**src/rtl/fp_vec_add_seq.sv**
```systemverilog
// fp_vec_add_seq
//   Sequencer between the 32-entry operand RAM and the combinational
//   single-precision adder. On start it streams len element pairs out of
//   RAM, presents each pair to the adder and writes each sum back, one
//   element at a time. Sticky flags report overflow and negative operands.
//
// Ports
//   clk, rst          : clock, synchronous active-high reset
//   start             : job request, honoured only in IDLE
//   src_a, src_b, dst : base addresses of operand A, operand B and result
//   len               : element count (0 is legal)
//   busy, done        : job running / one-cycle completion pulse
//   ovf, sgn          : sticky exponent-FF result / negative-operand flags
//   mem_*             : RAM port (mode 0: write via addr_a, read via addr_b)
//   add_a, add_b      : adder operands
//   add_y             : adder sum (combinational)
module fp_vec_add_seq #(
  parameter int unsigned ADDR_W = 5,
  parameter int unsigned LEN_W  = 6
) (
  input  logic              clk,
  input  logic              rst,
  input  logic              start,
  input  logic [ADDR_W-1:0] src_a,
  input  logic [ADDR_W-1:0] src_b,
  input  logic [ADDR_W-1:0] dst,
  input  logic [LEN_W-1:0]  len,
  output logic              busy,
  output logic              done,
  output logic              ovf,
  output logic              sgn,
  output logic              mem_mode,
  output logic [ADDR_W-1:0] mem_addr_a,
  output logic [ADDR_W-1:0] mem_addr_b,
  output logic              mem_we,
  output logic [31:0]       mem_wdata,
  input  logic [31:0]       mem_rdata,
  output logic [31:0]       add_a,
  output logic [31:0]       add_b,
  input  logic [31:0]       add_y
);

  typedef enum logic [2:0] {
    S_IDLE,
    S_RD_A,
    S_RD_B,
    S_CAP_B,
    S_EXEC,
    S_WR,
    S_DONE
  } state_t;

  state_t              r_state;
  state_t              w_next_state;

  logic [ADDR_W-1:0]   r_src_a;
  logic [ADDR_W-1:0]   r_src_b;
  logic [ADDR_W-1:0]   r_dst;
  logic [LEN_W-1:0]    r_len;
  logic [LEN_W-1:0]    r_i;
  logic [31:0]         r_op_a;
  logic [31:0]         r_op_b;
  logic [31:0]         r_res;
  logic                r_ovf;
  logic                r_sgn;

  logic [LEN_W-1:0]    w_i_next;
  logic                w_last;
  logic [ADDR_W-1:0]   w_i_addr;

  assign w_i_next = r_i + LEN_W'(1);
  assign w_last   = (w_i_next == r_len);
  // Index folded to address width; the add below discards the carry so
  // addresses wrap around the RAM.
  assign w_i_addr = ADDR_W'(r_i);

  // State register
  always_ff @(posedge clk) begin
    if (rst) begin
      r_state <= S_IDLE;
    end else begin
      r_state <= w_next_state;
    end
  end

  // Next-state logic
  always_comb begin
    w_next_state = r_state;
    case (r_state)
      S_IDLE:  if (start) w_next_state = (len == '0) ? S_DONE : S_RD_A;
      S_RD_A:  w_next_state = S_RD_B;
      S_RD_B:  w_next_state = S_CAP_B;
      S_CAP_B: w_next_state = S_EXEC;
      S_EXEC:  w_next_state = S_WR;
      S_WR:    w_next_state = w_last ? S_DONE : S_RD_A;
      S_DONE:  w_next_state = S_IDLE;
      default: w_next_state = S_IDLE;
    endcase
  end

  // RAM / adder / status outputs, decoded from the registered state only
  always_comb begin
    busy       = 1'b0;
    done       = 1'b0;
    mem_we     = 1'b0;
    mem_addr_a = '0;
    mem_addr_b = '0;
    mem_wdata  = '0;
    add_a      = '0;
    add_b      = '0;
    case (r_state)
      S_RD_A: begin
        busy       = 1'b1;
        mem_addr_b = r_src_a + w_i_addr;
      end
      S_RD_B: begin
        busy       = 1'b1;
        mem_addr_b = r_src_b + w_i_addr;
      end
      S_CAP_B: begin
        busy = 1'b1;
      end
      S_EXEC: begin
        busy  = 1'b1;
        add_a = r_op_a;
        add_b = r_op_b;
      end
      S_WR: begin
        busy       = 1'b1;
        mem_we     = 1'b1;
        mem_addr_a = r_dst + w_i_addr;
        mem_wdata  = r_res;
      end
      S_DONE: begin
        done = 1'b1;
      end
      default: ;
    endcase
  end

  assign mem_mode = 1'b0;
  assign ovf      = r_ovf;
  assign sgn      = r_sgn;

  // Job parameters, operand/result registers and sticky flags
  always_ff @(posedge clk) begin
    if (rst) begin
      r_src_a <= '0;
      r_src_b <= '0;
      r_dst   <= '0;
      r_len   <= '0;
      r_i     <= '0;
      r_op_a  <= '0;
      r_op_b  <= '0;
      r_res   <= '0;
      r_ovf   <= 1'b0;
      r_sgn   <= 1'b0;
    end else begin
      case (r_state)
        S_IDLE: begin
          if (start) begin
            r_src_a <= src_a;
            r_src_b <= src_b;
            r_dst   <= dst;
            r_len   <= len;
            r_i     <= '0;
            r_ovf   <= 1'b0;
            r_sgn   <= 1'b0;
          end
        end
        S_RD_B: begin
          r_op_a <= mem_rdata;
        end
        S_CAP_B: begin
          r_op_b <= mem_rdata;
          if (r_op_a[31] || mem_rdata[31]) r_sgn <= 1'b1;
        end
        S_EXEC: begin
          r_res <= add_y;
        end
        S_WR: begin
          if (r_res[30:23] == 8'hFF) r_ovf <= 1'b1;
          r_i <= w_i_next;
        end
        default: ;
      endcase
    end
  end

endmodule

```
**config.mk**
```make
export PLATFORM = sky130hd
export DESIGN_NAME = fp_vec_add_seq
export DESIGN_NICKNAME = d
export VERILOG_FILES = /design/src/rtl/fp_vec_add_seq.sv
export SDC_FILE = /design/constraint.sdc
export NUM_CORES = 1
export LEC_CHECK = 0
export ABC_CLOCK_PERIOD_IN_PS = 3800
export BUFFER_PORTS_ARGS = -buffer_cell sky130_fd_sc_hd__buf_2
export CAP_MARGIN = 10
export CORE_ASPECT_RATIO = 0.8
export CORE_MARGIN = 5
export CORE_UTILIZATION = 45
export CTS_BUF_LIST = sky130_fd_sc_hd__clkbuf_2 sky130_fd_sc_hd__clkbuf_4 sky130_fd_sc_hd__clkbuf_8
export CTS_CLUSTER_SIZE = 8
export DETAILED_ROUTE_END_ITERATION = 6
export PLACE_DENSITY = 0.84
export SYNTH_ARGS = -nofsm -noshare
export SYNTH_HDL_FRONTEND = slang
export SYNTH_SLANG_ARGS = --single-unit
```
**constraint.sdc**
```tcl
create_clock -name clk -period 3.8 [get_ports clk]
set_clock_uncertainty 0.2 [all_clocks]
set_input_delay 0.57 -clock clk [delete_from_list [all_inputs] [get_ports clk]]
set_output_delay 0.57 -clock clk [all_outputs]
set_load 0.01 [all_outputs]
```
==> results.json <==
{
  "die_area_um2": 15100,
  "synth_nets": 871,
  "ys_seq_elements": 128,
  "die_x_um": 136,
  "drtIter0Drc": 382,
  "slew_viol_final": 0,
  "grt_max_degree": 83,
  "worstMarginPinSlew_ns": 1.02,
  "critPathArrivalTime_ns": 2.73,
  "setup_violations": 0,
  "cts_max_level": 4,
  "p_total_w": 0.00299,
  "rsz0062_at_grt": "no",
  "ctsHoldBuffers": 0,
  "clock_path_buffers": 2,
  "synth_edf_count": 0,
  "cts_resized": 0,
  "layout_commonest_cell": "nand2_1",
  "die_h_um": 111,
  "post_drt_wl_per_cell_um": 14.3,
  "routed_wl_um": 16100,
  "drc": 0,
  "drv_cap": 0,
  "path_cells": "buf_4, or3b_1, nand2_1, nand2_1, ha_1, inv_1, fa_1, inv_1, a21o_1, a21oi_1, xnor2_1, nor2_1, buf_2",
  "critPathSlowestCell": "or3b_1",
  "relSlewSlack_pct": 31.7,
  "syn-cell-area_um2": 5750,
  "antenna_found_initial": 0,
  "grt_pass1_wl_um": 26600,
  "cp.depth": 13,
  "cts-root-buf": "clkbuf_8",
  "yosysWarningCount": 0,
  "path_clk_slew_ns": 0.09,
  "clkLatencyLatePin_ns": 0.43,
  "critPathLaunchType": "register",
  "finalCritPeriodShare_pct": 92.1,
  "crit_fanout": 13,
  "io_pins": 200,
  "synth_flop_cell": "dfxtp_1",
  "hold_start": "add_y[21]",
  "p_leak_nw": 3.44,
  "initial_core_util_pct": 46.6,
  "hold_class": "in2reg",
  "hold-path-endpoint": "r_res[21]",
  "antennaDiodeCount": 0,
  "end_kind": "output pin",
  "grt_pass1_vias": 5567,
  "grt_usage_pct": 21.4,
  "path_class": "reg2out",
  "period_needed_ns": 3.50,
  "crit_family": "simple AND/OR/NAND/NOR gates",
  "cellPowerDensity_nw_per_um2": 413,
  "path_buf_inv": 4,
  "ant_nets": 0,
  "fin_nets": 1041,
  "cts_setup_buffers": 0,
  "syn_to_final_growth_pct": 26.0,
  "first_pass_iters": 4,
  "gp_congestion": 0.794,
  "dp_hpwl_um": 11200,
  "cts_buffers": 17,
  "num_vias": 5753,
  "hold_violations": 0,
  "peakVddDrop_mv": 0.275,
  "whs_path_depth": 3,
  "slowest_delay_ns": 0.42,
  "synth.distinct_cells": 38,
  "synth_seq_area_share_pct": 44.6,
  "num_rows": 36,
  "fmax_ghz": 0.286,
  "finalSetupTns_ns": 0,
  "vias_per_cell": 5.11,
  "tritoncts": "done",
  "overflow": 0,
  "rr_startpoint": "r_state[0]",
  "layout_common_cells": "nand2_1 (252), buf_2 (197), a21oi_1 (131), dfxtp_1 (127), and3_1 (66)",
  "async_reset_ff_share_pct": 0,
  "netlist_instances": 772,
  "port-buffer-count": 198,
  "r2r-end": "r_res[11]",
  "core_area_um2": 12300,
  "regToRegSetupSlack_ns": 1.20,
  "drive_above_1_share_pct": 26.2,
  "worst-r2r-cell-count": 5,
  "avgSynthCellArea_um2": 7.44,
  "worstPathRequired_ns": 3.03,
  "clock_sinks": 128,
  "status": "complete, no violations"
}
## kinds of logic (layout without fill, tap and decap cells)
logic type,Yosys count,count (layout),share of synthesized area (%)
flops,128,128,44.6
fa+ha+maj,11,11,2.66
other cells,1,1,0.0653
buf+inv,68,251,4.77
compound gates,150,150,13.8
simple gates,397,397,31.5
mux,1,1,0.174
xor+xnor,16,16,2.44
## area by class of cell
cell class	instances	area [um2]
tap	171	214
sequential	128	2560
timing repair buffer	211	1090
multi-input combinational	576	2930
fill	1190	5100
clock inverter	15	173
clock buffer	17	234
inverter	8	30.0
## state kept, by name, indices dropped and copies added, names as in the netlist, 3 cells and up
register  cells
r_src_a       5
r_res        32
r_len         6
r_op_b       32
r_src_b       5
r_state       3
r_dst         5
r_op_a       32
r_i           6
## stage by stage
step	cells	utilization [%]	hold WS, ns	area (um2)	worst slack (ns)
5_1_grt	1126	58.6	0.109	7240	0.0343
6_report	1126	58.6	0.166	7240	0.299
4_1_cts	1126	58.6	0.140	7240	0.262
2_1_floorplan	772	-	0.232	5750	0.666
3_5_place_dp	1094	55.4	0.242	6830	0.737
3_3_place_gp	1094	55.4	0.237	6830	0.823
## worst min-delay path, cell delays in order
cell	delay, ns
buf_2	0.09
nand2_1	0.04
a21oi_1	0.05
## cell usage after synthesis (2+ instances only)
cell	n	area share, %
nor3_1	4	0.35
nor2b_1	2	0.22
nand2_1	252	16
nor2_1	16	1.0
ha_1	9	2.0
clkbuf_1	47	3.1
o311ai_0	2	0.30
or3_1	3	0.33
a21o_1	4	0.52
inv_1	7	0.46
dfxtp_1	128	45
nor3_2	2	0.35
nand3_1	8	0.70
o21ai_0	6	0.52
and2_1	38	4.1
fa_1	2	0.70
xor2_1	7	1.1
and3_1	66	7.2
a21oi_1	131	11
xnor2_1	9	1.4
buf_2	12	1.0
## how the worst max path moves through the flow
stage | endpoint | slack [ns] | from
after floorplan | mem_addr_b[4] | 0.67 | r_state[0]
after global placement | mem_addr_b[4] | 0.82 | r_state[1]
after detailed placement | mem_addr_b[4] | 0.74 | r_state[1]
after CTS | mem_addr_b[4] | 0.26 | r_state[1]
after global routing | mem_addr_b[4] | 0.03 | r_state[1]
final | mem_addr_b[4] | 0.30 | r_state[1]
## report_power, final
part	internal, W	switching [W]
Combinational	0.000120	0.000241
Clock	0.000603	0.000594
Sequential	0.00140	0.0000322
Total	0.00212	0.000867
## routing by layer
| layer | wire (um) | GRT usage (%) |
|---|---|---|
| met3 | 1490 | 8.08 |
| met1 | 7010 | 28.3 |
| met5 | 0 | 0 |
| met2 | 7360 | 33.2 |
| met4 | 192 | 5.24 |
No activity file was read; power rests on OpenSTA's default activity.
